### config.mk
export PLATFORM = sky130hd
export DESIGN_NAME = counter_sched
export DESIGN_NICKNAME = d
export VERILOG_FILES = /design/src/rtl/counter_sched.sv
export SDC_FILE = /design/constraint.sdc
export NUM_CORES = 1
export LEC_CHECK = 0
export BUFFER_PORTS_ARGS = -buffer_cell sky130_fd_sc_hd__buf_2
export CORE_ASPECT_RATIO = 0.7
export CORE_MARGIN = 2
export CORE_UTILIZATION = 40
export CTS_CLUSTER_DIAMETER = 200
export DETAILED_ROUTE_END_ITERATION = 10
export PLACE_DENSITY = 0.6
export SLEW_MARGIN = 20
export SYNTH_ARGS = -nofsm -noshare
export SYNTH_HDL_FRONTEND = slang
export SYNTH_SLANG_ARGS = --single-unit
export TNS_END_PERCENT = 50
### constraint.sdc
create_clock -name clk -period 2.5 [get_ports clk]
set_input_delay 0.125 -clock clk [delete_from_list [all_inputs] [get_ports clk]]
set_output_delay 0.125 -clock clk [all_outputs]
set_load 0.1 [all_outputs]
### src/rtl/counter_sched.sv
`default_nettype none
// ============================================================================
// Module   : counter_sched
// Purpose  : Round-robin scheduler sharing one WIDTH-bit interval counter
//            among NREQ requesters. A granted requester sees the counter
//            run 0..L-1, followed by a one-cycle done pulse. Requesters that
//            drop req while running abort without a done pulse.
// Ports    : clk     - system clock, rising edge
//            reset   - synchronous, active-high, dominates all inputs
//            req     - per-requester request level
//            req_len - per-requester length L, slice i = [i*WIDTH +: WIDTH]
//            gnt     - registered one-hot grant
//            done    - registered one-cycle completion pulse
//            value   - shared counter value
//            busy    - high whenever a requester is granted
// Revision : 1.0 - initial release
// ============================================================================
module counter_sched #(
    parameter int WIDTH = 6,
    parameter int NREQ  = 4
) (
    input  logic                  clk,
    input  logic                  reset,
    input  logic [NREQ-1:0]       req,
    input  logic [NREQ*WIDTH-1:0] req_len,
    output logic [NREQ-1:0]       gnt,
    output logic [NREQ-1:0]       done,
    output logic [WIDTH-1:0]      value,
    output logic                  busy
);

    localparam int c_PW = (NREQ > 1) ? $clog2(NREQ) : 1;

    localparam logic [1:0] c_IDLE = 2'd0;
    localparam logic [1:0] c_RUN  = 2'd1;
    localparam logic [1:0] c_DONE = 2'd2;

    logic [1:0]       r_state, w_state;
    logic [c_PW-1:0]  r_ptr,   w_ptr;
    logic [c_PW-1:0]  r_win,   w_win;
    logic [WIDTH-1:0] r_len,   w_len;
    logic [NREQ-1:0]  r_gnt,   w_gnt;
    logic [NREQ-1:0]  r_done,  w_done;
    logic [WIDTH-1:0] r_value, w_value;
    logic             r_busy,  w_busy;

    // Round-robin search results
    logic             w_found;
    logic [c_PW-1:0]  w_pick;
    logic [NREQ-1:0]  w_pick_oh;
    logic [WIDTH-1:0] w_pick_len;
    logic [c_PW-1:0]  w_ptr_after;

    // First set req bit at or above the pointer, wrapping past NREQ-1.
    always_comb begin
        int v_idx;
        w_found = 1'b0;
        w_pick  = '0;
        v_idx   = 0;
        for (int k = 0; k < NREQ; k++) begin
            v_idx = int'(r_ptr) + k;
            if (v_idx >= NREQ) begin
                v_idx = v_idx - NREQ;
            end
            if (!w_found && req[v_idx]) begin
                w_found = 1'b1;
                w_pick  = c_PW'(v_idx);
            end
        end
    end

    assign w_pick_oh   = {{(NREQ-1){1'b0}}, 1'b1} << w_pick;
    assign w_pick_len  = req_len[int'(w_pick)*WIDTH +: WIDTH];
    // Priority moves past the requester that just finished or aborted.
    assign w_ptr_after = (r_win == c_PW'(NREQ-1)) ? '0 : r_win + 1'b1;

    always_comb begin
        w_state = r_state;
        w_ptr   = r_ptr;
        w_win   = r_win;
        w_len   = r_len;
        w_gnt   = r_gnt;
        w_done  = '0;
        w_value = r_value;
        w_busy  = r_busy;

        case (r_state)
            c_IDLE: begin
                w_gnt   = '0;
                w_value = '0;
                w_busy  = 1'b0;
                if (w_found) begin
                    w_win  = w_pick;
                    w_len  = w_pick_len;
                    w_gnt  = w_pick_oh;
                    w_busy = 1'b1;
                    if (w_pick_len == '0) begin
                        // Zero-length interval completes without counting.
                        w_state = c_DONE;
                        w_done  = w_pick_oh;
                    end else begin
                        w_state = c_RUN;
                    end
                end
            end
            c_RUN: begin
                if (!req[r_win]) begin
                    // Abort wins over completion on the same edge.
                    w_state = c_IDLE;
                    w_gnt   = '0;
                    w_value = '0;
                    w_busy  = 1'b0;
                    w_ptr   = w_ptr_after;
                end else if (r_value == r_len - 1'b1) begin
                    w_state = c_DONE;
                    w_done  = r_gnt;
                end else begin
                    w_value = r_value + 1'b1;
                end
            end
            c_DONE: begin
                w_state = c_IDLE;
                w_gnt   = '0;
                w_value = '0;
                w_busy  = 1'b0;
                w_ptr   = w_ptr_after;
            end
            default: begin
                w_state = c_IDLE;
                w_gnt   = '0;
                w_value = '0;
                w_busy  = 1'b0;
            end
        endcase
    end

    always_ff @(posedge clk) begin
        if (reset) begin
            r_state <= c_IDLE;
            r_ptr   <= '0;
            r_win   <= '0;
            r_len   <= '0;
            r_gnt   <= '0;
            r_done  <= '0;
            r_value <= '0;
            r_busy  <= 1'b0;
        end else begin
            r_state <= w_state;
            r_ptr   <= w_ptr;
            r_win   <= w_win;
            r_len   <= w_len;
            r_gnt   <= w_gnt;
            r_done  <= w_done;
            r_value <= w_value;
            r_busy  <= w_busy;
        end
    end

    assign gnt   = r_gnt;
    assign done  = r_done;
    assign value = r_value;
    assign busy  = r_busy;

endmodule
`default_nettype wire

# Word-level counts from Yosys, hierarchy flattened
# Index checks and enable logic that the tools add are counted.
[word_totals]
regBits = 27
latchBits = 0
mem_bits_rw = 0
romBits = 0
in_bits = 30
output_inout_bits = 15
wordCells = 97
memories = 0
[op_classes]
addsub = 10
n_mul = 1
div = 0
order_cmp = 9
n_eq_ne = 7
shift = 2
n_mux = 45
bitwise_logic = 2
n_reduce_logical = 13
[ops]
columns = ["operator", "count"]
rows = [
  ["$lt 32x4->1 const B", 4],
  ["$mux 32", 4],
  ["$mux 4", 6],
  ["$shiftx 24x6->6", 1],
  ["$mux 2", 10],
  ["$pmux 4 s2", 2],
  ["$mux 1", 15],
  ["$sub 3x3->4 const B", 3],
  ["$bmux 1 s2", 5],
  ["$ge 3x3->1 const B", 3],
  ["$pmux 2 s2", 2],
  ["$add 2x2->3 const B", 2],
  ["$add 6x1->6 const B", 1],
  ["$eq 6x6->1", 1],
  ["$logic_not 6->1", 1],
  ["$reduce_and 2->1", 3],
  ["$sub 6x1->6 const B", 1],
  ["$eq 2x2->1 const B", 2],
  ["$mul 2x2->4 const B", 1],
  ["$ne 2x2->1 const B", 2],
  ["$shl 1x2->4 const A", 1],
  ["$sub 2x3->4 const B", 1],
  ["$add 2x1->3 const B", 1],
  ["$ge 2x3->1 const B", 1],
  ["other kinds (11)", 16],
]

# Depth between registers and ports, before layout
[depth]
word_depth = 21
mapped_depth = 10
depth_no_buf = 9

# Worst setup path before layout
# No wires, ideal clock.
[synth_path]
path_type = "reg-to-reg"
from = "reg r_value[3] (netlist: value[3])"
to = "reg r_value[4] (netlist: value[4])"
setup_ns = 0.121
arrival_ns = 2.250
required_time_ns = 2.379
path_slack_ns = 0.129
path_stages_with_launch = 10
n_path_buf = 2
synth_period_minus_slack_ns = 2.371
path_cell_list = "dfxtp_1 -> clkbuf_1 -> nand3_1 -> o21ai_0 -> o211ai_1 -> a211o_1 -> buf_2 -> nand4_1 -> xor2_1 -> nor2_1"
[synth_via]
elab_chain_cells = 1
word_cells_on_any_way = 2
cone_classes = "add/sub: 1; eq/ne: 1"
[synth_rtl]
columns = ["element", "line_no", "text"]
rows = [
  ["start: declaration", "44", "logic [WIDTH-1:0] r_value, w_value;"],
  ["start signal: assignment", "154", "r_value <= w_value;"],
  ["$add 6x1->6 or $eq 6x6->1 (tied branches)", "118, 114", ""],
]
# Parallel ways exist; a longest one is shown, timed or not.
# A chain may end at the register's enable or synchronous reset.

# Worst setup path in the final report
[layout_path]
from = "reg r_ptr[1]"
to = "reg r_state[1]"
[layout_via]
elab_chain_cells = 21
word_cells_on_any_way = 49
cone_classes = "add/sub: 7; mul: 1; order compare: 4; eq/ne: 1; shift: 1; mux: 27; reduce/logical: 8"
[layout_rtl]
columns = ["element", "line_no", "text"]
rows = [
  ["start: declaration", "39", "logic [c_PW-1:0] r_ptr, w_ptr;"],
  ["start signal: assignment", "149", "r_ptr <= w_ptr;"],
  ["parallel branches: the longest is 21 deep, another holds $sub 3x3->4", "--", ""],
  ["end signal: assignment", "139", "r_state <= c_IDLE;"],
  ["end signal: assignment", "148", "r_state <= w_state;"],
  ["end: declaration", "38", "logic [1:0] r_state, w_state;"],
]
# Parallel ways; which one is timed is not known. The select of a mux whose other input is x is not followed.

==> qor.txt <==
status: finished clean
Die X: 78.8 um
Post-synth EDFFs: 0
WL final: 3410 um
fin crit period: 2.29 ns
Avg WL per Cell: 12.9 um
WP data arrival: 2.49 ns
top post-synthesis cells by count: dfxtp_1 (27), nor2_1 (27), mux2i_1 (20)
cell family with most CP delay: simple AND/OR/NAND/NOR gates
CP max stage delay: 0.49 ns
max-cap violations: 0
Reg2Reg Capture Point: r_state[1]
Worst Hold Class: in -> reg
WS Path Type: reg -> reg
Layout Area Growth over Synthesis: 20.1%
highest clock rate: 437 MHz
leakage: 0.821 nW
slowest stage cell, crit path: or4_1
Clock Skews: 0.00140 ns
Max Slew Vio Count: 0
CP Capture Type: flop
Reg clk slew, reported paths: 0.09 ns
worst path bufs/invs: 1
Antenna Nets Post-Route: 0
row count: 18
Final WS setup: 0.209 ns
overall die height: 56.3 um
DRT iter0 DRCs: 102
H-tree levels: 1
CTS tree: built
Post-synth top flop: dfxtp_1
Mapped Nets: 204
Crit path required time: 2.70 ns
share of the synthesized area in the top cell type: 34.5%
top cells by area, synth: dfxtp_1 (35%), mux2i_1 (13%), nor2_1 (6.5%)
GRT Total Usage: 16.8%
Slew headroom: 60.7%
Synthesis Warnings: 0
Seq/Total Area, Yosys: 34.5%
TritonCTS Sinks: 27
Final period util: 91.6%
routed vias/inst: 5.05
post-route cell area: 0.00188 sq mm
drt pass-1 iters: 4
r2r setup slk: 0.21 ns
hold path cells: 2
I/O Buffers: 44
average cell area after synthesis: 9.15 sq um
HPWL after DPL: 2720 um
die footprint: 0.00444 sq mm
vias in the first global route: 1282
Remaining DRCs: 0
CTS Buf Count: 3
WHS Endpoint: r_ptr[0]
Cell Area, Placed: 0.00183 sq mm
I/O pin total: 45
core area: 0.00363 sq mm
worst skew pair latency: 0.27 ns
measured slew at the worst slew-check pin: 0.584 ns
Setup Total Neg Slack: 0 ns
Reg-to-Reg Start: r_ptr[1]
Async S/R FF share, synth: 0%
Post-CTS Setup Inserts: 0
Max FO, Critical Path: 13
Final Power: 1.07 mW
grt ovf: 0
Startpoint Class: flop
power per standard cell area: 567 mW/mm^2
largest net degree at the start of global routing: 23
root buffer cell: clkbuf_8
first-pass GRT wire length: 6000 um
Mapped Area: 0.00157 sq mm
Setup WS pre-CTS: 0.172 ns
Crit path top cell by count: mux2i_1
hold_ws: 0.263 ns
layout cells sized above 1: 31.8%
Yosys cell types: 37
initial core utilization: 43.2%
hold_sp: reset
Antenna diodes: 0
Reg2Reg Depth: 9
vias: 1333
Cells after Synth: 171
Worst VDD drop: 279 uV
cell taking the most area after synthesis: dfxtp_1
Final Hold Vio Count: 0
initial antenna violation count: 0
GPL Wtd Cong: 0.898
RSZ-0062 raised after global routing: no
maximum clock insertion buffer count: 2
crit path cell chain: mux2i_1, nor2_2, nor3_4, buf_6, mux2i_1, mux2_2, nand2_1, or4_1, o21ai_1
register bit total from synthesis: 27
Final setup viols: 0
Final #Nets: 248
power breakdown:
part	switching (mW)	internal [mW]	total (mW)	leakage, nW
clock	0.132	0.111	0.243	0.0255
combinational	0.202	0.135	0.337	0.576
sequential	0.0276	0.457	0.485	0.220
total	0.361	0.704	1.07	0.821
how the worst max path moves through the flow:
stage	end	slack, ns	start	depth (start not counted)
2_1_floorplan	value[4]	0.13	value[3]	9
3_3_place_gp	done[3]	0.29	r_ptr[1]	9
3_5_place_dp	r_state[1]	0.17	r_ptr[1]	9
4_1_cts	r_state[1]	0.15	r_ptr[1]	9
5_1_grt	r_state[1]	0.03	r_ptr[1]	9
6_report	r_state[1]	0.21	r_ptr[1]	9
cell families (layout without fill, tap and decap cells):
logic type               count (synthesis)  count (layout)  synth area share, %
adder cells (fa/ha/maj)                  3               3                 2.40
AND/OR/NAND/NOR                         63              63                 22.9
AO/OA/AOI/OAI                           28              28                 11.3
XOR/XNOR                                13              13                 7.27
multiplexers                            26              26                 17.8
buffers and inverters                   11              54                 3.84
flip-flops                              27              27                 34.5
cells in the final DEF, fill, tap and decap left out, drive strengths merged:
cell	netlist	routed
nand4	3	3
nor2	29	29
nand2b	2	2
dfxtp	27	27
o211ai	1	1
xnor2	5	5
or4	1	1
a21oi	15	15
and3	1	1
ha	3	3
o21bai	1	1
nand4bb	1	1
and2	1	1
o41ai	1	1
mux2	5	5
mux4	1	1
and2b	1	1
nor4	1	1
nand2	12	12
clkbuf	5	3
and3b	1	1
buf	3	47
o32a	4	4
mux2i	20	20
a211o	1	1
clkinv	0	1
nand3	3	3
inv	3	3
xor2	8	8
nor3	7	7
o21ai	5	5
registers in the layout, summed over array words and instances, names as in the netlist:
register	cells
r_len	6
value	6
done	4
gnt	4
r_ptr	2
r_state	2
r_win	2
busy	1
through the flow:
stage | util (%) | instances
detailed placement | 50.4 | 260
global placement | 50.4 | 260
global route | 51.8 | 264
floorplan | - | 171
CTS | 51.7 | 264
finish | 51.8 | 264
per-layer routing:
layer | up-vias | routed length [um] | global-route usage [%]
li1 | 692 | - | -
met1 | 604 | 1700 | 23.3
met2 | 35 | 1520 | 27.2
met3 | 2 | 175 | 4.02
met4 | 0 | 10 | 2.26
met5 | - | 0 | 0
layout make-up:
type	count	area (sq um)
clock buffers	3	41.3
multi-input cells	133	972
fillers	333	1750
well taps	50	62.6
repair buffers	47	246
flip-flops and latches	27	541
inverters	3	11.3
clock inverters	1	5.00
worst register-to-register path, stage by stage, from the launching register on:
cell and delay [ns]:
dfxtp_1 0.40, mux2i_1 0.24, nor2_2 0.08, nor3_4 0.18
buf_6 0.20, mux2i_1 0.22, mux2_2 0.19, nand2_1 0.15
or4_1 0.49, o21ai_1 0.08
what timing repair did:
item                       in CTS  in global routing
setup endpoints to repair       0                  1
gates resized for setup         0                  1
hold buffers                    0                  0
hold endpoints to repair        0                  0
(Power assumes the default switching activity.)
